<file path="config.mk">
export PLATFORM = sky130hd
export DESIGN_NAME = heap_sort_engine
export DESIGN_NICKNAME = d
export VERILOG_FILES = /design/src/rtl/heap_sort_pkg.sv /design/src/rtl/heap_sift_down_select.sv /design/src/rtl/heap_sort_engine.sv
export SDC_FILE = /design/constraint.sdc
export NUM_CORES = 2
export LEC_CHECK = 0
export ABC_CLOCK_PERIOD_IN_PS = 24800
export CAP_MARGIN = 20
export CORE_ASPECT_RATIO = 1.2
export CORE_UTILIZATION = 25
export CTS_CLUSTER_DIAMETER = 100
export DETAILED_ROUTE_END_ITERATION = 7
export SYNTH_ARGS = -nofsm -noshare
export SYNTH_HDL_FRONTEND = slang
export SYNTH_HIERARCHICAL = 1
export SYNTH_SLANG_ARGS = --single-unit
</file>
<file path="constraint.sdc">
create_clock -name system1000 -period 24.8 [get_ports system1000]
set_input_delay 3.72 -clock system1000 [delete_from_list [all_inputs] [get_ports system1000]]
set_output_delay 3.72 -clock system1000 [all_outputs]
set_load 0.02 [all_outputs]
</file>
<file path="src/rtl/heap_sort_pkg.sv">
// Shared definitions for the heap sort engine: default sizes, FSM encoding and the
// layout of the packed state record {st, sz, idx, heap}.
package heap_sort_pkg;

    localparam int HS_KEY_W = 16;
    localparam int HS_DEPTH = 10;
    localparam int HS_IDX_W = 16;

    typedef enum logic [2:0] {
        IDLE      = 3'd0,
        SIFT_UP   = 3'd1,
        SIFT_DOWN = 3'd2
    } hs_state_e;

    typedef struct packed {
        hs_state_e                            st;
        logic [HS_IDX_W-1:0]                  sz;
        logic [HS_IDX_W-1:0]                  idx;
        logic [HS_DEPTH-1:0][HS_KEY_W-1:0]    heap;
    } hs_rec_t;

endpackage

</file>
<file path="src/rtl/heap_sift_down_select.sv">
// One sift-down decision: picks the smallest of node idx and its in-range children.
// Ties between children resolve to the left child; only strict less-than moves away from idx.
module heap_sift_down_select
    import heap_sort_pkg::*;
#(
    parameter int KEY_W = HS_KEY_W,
    parameter int DEPTH = HS_DEPTH,
    parameter int IDX_W = HS_IDX_W
) (
    input  logic [DEPTH-1:0][KEY_W-1:0] heap,
    input  logic [IDX_W-1:0]            idx,
    input  logic [IDX_W-1:0]            count,
    output logic [IDX_W-1:0]            pick
);

    localparam int AW = (DEPTH > 1) ? $clog2(DEPTH) : 1;

    logic [IDX_W-1:0] l_idx;
    logic [IDX_W-1:0] r_idx;
    logic [KEY_W-1:0] best;

    assign l_idx = IDX_W'({idx, 1'b1});
    assign r_idx = l_idx + IDX_W'(1);

    always_comb begin
        pick = idx;
        best = heap[AW'(idx)];
        if (l_idx < count && heap[AW'(l_idx)] < best) begin
            pick = l_idx;
            best = heap[AW'(l_idx)];
        end
        if (r_idx < count && heap[AW'(r_idx)] < best) begin
            pick = r_idx;
        end
    end

endmodule

</file>
<file path="src/rtl/heap_sort_engine.sv">
// Min-heap sort engine: push keys while drain=0, pop ascending keys while drain=1.
// Optional HEAP_SORT_PEAK_EN adds peak_count, the largest count seen since reset.
module heap_sort_engine
    import heap_sort_pkg::*;
#(
    parameter int KEY_W = HS_KEY_W,
    parameter int DEPTH = HS_DEPTH,
    parameter int IDX_W = HS_IDX_W
) (
    input  logic             system1000,
    input  logic             system1000_rst,
    input  logic             in_valid,
    output logic             in_ready,
    input  logic [KEY_W-1:0] in_key,
    input  logic             drain,
    output logic             out_valid,
    input  logic             out_ready,
    output logic [KEY_W-1:0] out_key,
    output logic [IDX_W-1:0] count,
    output logic             busy
`ifdef HEAP_SORT_PEAK_EN
    ,
    output logic [IDX_W-1:0] peak_count
`endif
);

    localparam int AW = (DEPTH > 1) ? $clog2(DEPTH) : 1;

    typedef struct packed {
        hs_state_e                      st;
        logic [IDX_W-1:0]               sz;
        logic [IDX_W-1:0]               idx;
        logic [DEPTH-1:0][KEY_W-1:0]    heap;
    } rec_t;

    rec_t             rec_q, rec_d;
    logic             out_valid_q, out_valid_d;
    logic [KEY_W-1:0] out_key_q, out_key_d;
    logic [IDX_W-1:0] parent;
    logic [IDX_W-1:0] pick;
    logic             idle;
    logic             push_fire;
    logic             pop_fire;

    heap_sift_down_select #(
        .KEY_W (KEY_W),
        .DEPTH (DEPTH),
        .IDX_W (IDX_W)
    ) u_select (
        .heap  (rec_q.heap),
        .idx   (rec_q.idx),
        .count (rec_q.sz),
        .pick  (pick)
    );

    assign idle      = (rec_q.st == IDLE);
    assign parent    = (rec_q.idx - IDX_W'(1)) >> 1;
    assign in_ready  = idle & ~drain & (rec_q.sz < IDX_W'(DEPTH)) & ~system1000_rst;
    assign push_fire = in_ready & in_valid;
    assign pop_fire  = idle & drain & (rec_q.sz != '0) & (~out_valid_q | out_ready);

    always_comb begin
        rec_d       = rec_q;
        out_valid_d = out_valid_q;
        out_key_d   = out_key_q;

        if (out_valid_q && out_ready) begin
            out_valid_d = 1'b0;
        end

        case (rec_q.st)
            IDLE: begin
                if (push_fire) begin
                    rec_d.heap[AW'(rec_q.sz)] = in_key;
                    rec_d.idx                 = rec_q.sz;
                    rec_d.sz                  = rec_q.sz + IDX_W'(1);
                    rec_d.st                  = SIFT_UP;
                end else if (pop_fire) begin
                    out_key_d     = rec_q.heap[0];
                    out_valid_d   = 1'b1;
                    rec_d.heap[0] = rec_q.heap[AW'(rec_q.sz - IDX_W'(1))];
                    rec_d.sz      = rec_q.sz - IDX_W'(1);
                    rec_d.idx     = '0;
                    rec_d.st      = SIFT_DOWN;
                end
            end
            SIFT_UP: begin
                // The root never has a parent; test it first so no bogus index is compared.
                if (rec_q.idx == '0) begin
                    rec_d.st = IDLE;
                end else if (rec_q.heap[AW'(rec_q.idx)] >= rec_q.heap[AW'(parent)]) begin
                    rec_d.st = IDLE;
                end else begin
                    rec_d.heap[AW'(parent)]    = rec_q.heap[AW'(rec_q.idx)];
                    rec_d.heap[AW'(rec_q.idx)] = rec_q.heap[AW'(parent)];
                    rec_d.idx                  = parent;
                end
            end
            SIFT_DOWN: begin
                if (pick == rec_q.idx) begin
                    rec_d.st = IDLE;
                end else begin
                    rec_d.heap[AW'(pick)]      = rec_q.heap[AW'(rec_q.idx)];
                    rec_d.heap[AW'(rec_q.idx)] = rec_q.heap[AW'(pick)];
                    rec_d.idx                  = pick;
                end
            end
            default: begin
                rec_d.st = IDLE;
            end
        endcase
    end

    always_ff @(posedge system1000) begin
        if (system1000_rst) begin
            rec_q       <= '0;
            out_valid_q <= 1'b0;
            out_key_q   <= '0;
        end else begin
            rec_q       <= rec_d;
            out_valid_q <= out_valid_d;
            out_key_q   <= out_key_d;
        end
    end

    assign out_valid = out_valid_q;
    assign out_key   = out_key_q;
    assign count     = rec_q.sz;
    assign busy      = ~idle;

`ifdef HEAP_SORT_PEAK_EN
    logic [IDX_W-1:0] peak_q, peak_d;

    // Follows count one cycle late, so it settles the cycle after an increase.
    always_comb begin
        peak_d = (rec_q.sz > peak_q) ? rec_q.sz : peak_q;
    end

    always_ff @(posedge system1000) begin
        if (system1000_rst) begin
            peak_q <= '0;
        end else begin
            peak_q <= peak_d;
        end
    end

    assign peak_count = peak_q;
`endif

endmodule

</file>
==> flow_metrics.tcl <==
set metrics [dict create \
    cts_tree "built" \
    ys_async_sr_fraction_pct 0 \
    nets 3425 \
    synthToLayoutAreaGrowth_pct 14.9 \
    clock_latency_ps 660 \
    dieHeight_microns 358 \
    ys_top_cells_by_area "dfxtp_1 (16%), mux4_2 (11%), mux2i_1 (8.2%)" \
    place_ws_ps 14180 \
    synth_edf_count 0 \
    gr-total-overflow 0 \
    clockBufferDepth 3 \
    syn-num-nets 3459 \
    syn_inst 3347 \
    critical_path_class "flop to flop" \
    routed_wl_microns 185000 \
    yosys.area.top_type "dfxtp_1" \
    postLayoutSetupSlackWorst_ps 13860 \
    worstPathMaxFanout 47 \
    grt_max_degree 118 \
    ios 56 \
    root_buffer "clkbuf_16" \
    drive_gt1_share_pct 16.8 \
    hold_path_class "flop to flop" \
    worstPathRequired_ps 25290 \
    yosys_warnings 6 \
    post-cts-setup-buffer-count 0 \
    hold_viol 0 \
    maxSlewViolCount 0 \
    endpoint_kind "flop" \
    crit_family "compound AO/OA/AOI/OAI gates" \
    clock_skew_ps 25.9 \
    slowest_stage "a221oi_1" \
    synth_area_sq_um 26400 \
    num_vias 32888 \
    antenna_found_initial 11 \
    synthDistinctLibCells 96 \
    fp-row-count 130 \
    dp_hpwl_microns 132000 \
    ys_ff_latch 211 \
    fp.dieArea_sq_um 107000 \
    ant_nets 0 \
    die_x_microns 298 \
    setup_viol 0 \
    cp_data_arrival_time_ps 11430 \
    synth_area_per_cell_sq_um 7.88 \
    detail_route.vias_per_cell 6.96 \
    utilization_pct 29.0 \
    clkSinkCount 211 \
    worst_slew_pin_slew_ps 1350 \
    fmax_ghz 0.0914 \
    drcViolationCount 1 \
    rsz0062_at_grt "false" \
    grt_usage_pct 33.5 \
    maxCapViolCount 0 \
    grt_pass1_wl_microns 254000 \
    start_util_pct 25.2 \
    min_period_ps 10940 \
    outcome "finished with violations" \
    tns_ps 0 \
    synth-main-ff-cell "dfxtp_1" \
    h-tree-depth 1 \
    relSlewSlack_pct 10.1 \
    cts_hold_buf 0 \
    clk_pin_slew_ps 60 \
    place_congestion 1.11 \
    finalCritPeriodShare_pct 44.1 \
    path_buf_inv 4 \
    cts_buffers 30 \
    fin_cells 4728 \
    cp-start-kind "flop" \
    core_sq_um 105000 \
    violations "DRC" \
    synth.most_common_cell "nor2_1" \
    synth_top_area_share_pct 16.0 \
    drt_first_pass_iters 8 \
    crit_top_cell "buf_4" \
    max_stage_delay_ps 950 \
    grt_pass1_vias 30575 \
    ys_top_cells_by_count "nor2_1 (385), nand2_1 (294), mux2i_1 (216), dfxtp_1 (211), clkbuf_1 (207)" \
    io_buffers 55 \
    cts_resized 0 \
    synth_seq_area_share_pct 16.0 \
    post-place-cells 4663 \
    wire_per_inst_microns 39.1 \
    drt_iter0_drc 5543 \
]
## metal layers
| layer | up-vias | track usage [%] | wire [microns] |
|---|---|---|---|
| met2 | 3143 | 49.4 | 76200 |
| met5 | - | 0 | 52 |
| met1 | 15786 | 38.3 | 62800 |
| met3 | 985 | 12.0 | 25700 |
| met4 | 8 | 29.1 | 20100 |
| li1 | 12966 | - | - |
## placed cells by master (no fill, tap or decap), types with 15 or more instances in the layout
cell / count
ha_1: 88
nor3_1: 64
a22o_1: 40
a31oi_1: 49
o21ai_0: 139
inv_1: 71
a221oi_1: 59
and2_1: 21
nand2_1: 293
nand3_1: 61
a21oi_1: 144
o32ai_1: 27
a311oi_1: 52
nand4_1: 23
nor2b_1: 33
a221o_1: 29
a211oi_1: 160
o22ai_1: 87
mux2i_1: 215
buf_4: 205
o221ai_1: 21
and3_1: 24
nor2_1: 382
nand2b_1: 27
clkbuf_16: 31
a22oi_1: 77
or3_1: 15
dfxtp_1: 206
mux4_2: 125
clkdlybuf4s50_1: 54
xnor2_1: 35
o211ai_1: 38
mux2_2: 74
xor2_1: 17
## through the flow
step           cell area [sq um]  hold slack (ps)
6_report                   30300              491
5_1_grt                    30300              526
4_1_cts                    30200              499
3_5_place_dp               29100              485
3_3_place_gp               29100              478
2_1_floorplan              26400              484
## layout make-up
cell class	instances	area, sq um
Fill cell	11196	74300
Timing Repair Buffer	264	2160
Sequential cell	211	4240
Clock buffer	40	890
Multi-Input combinational cell	2729	20800
Tap cell	1386	1730
Clock inverter	14	158
Inverter	77	289
Antenna cell	7	17.5
## logic make-up after synthesis
family	share of synthesized area, %
flip-flops	16.0
AND/OR/NAND/NOR	18.2
buffers and inverters	6.44
AO/OA/AOI/OAI	30.7
adder cells (fa/ha/maj)	4.32
multiplexers	22.4
XOR/XNOR	1.99
## worst register-to-register path, delay by kind of cell (launching register included)
| kind | cells | cell delay [ps] |
|---|---|---|
| adder cells (fa/ha/maj) | 2 | 620 |
| multiplexers | 3 | 1340 |
| flip-flops | 1 | 800 |
| AO/OA/AOI/OAI | 13 | 3760 |
| buffers and inverters | 4 | 2070 |
| AND/OR/NAND/NOR | 6 | 2190 |
## final timing paths
| kind | from | to | slack (ps) | cells after the start |
|---|---|---|---|---|
| worst min-delay path | out_key[14] | out_key[14] | 490 | 2 |
| worst max-delay path | rec_q[161] | flop | 13860 | 28 |
| worst max register to register | rec_q[161] | flop | 13860 | 28 |
| worst min register to register | out_key[14] | out_key[14] | 490 | 2 |
Power is left out: the tool's default activity adds up to more than one toggle a clock period on the data nets, which glitch-free logic cannot reach.
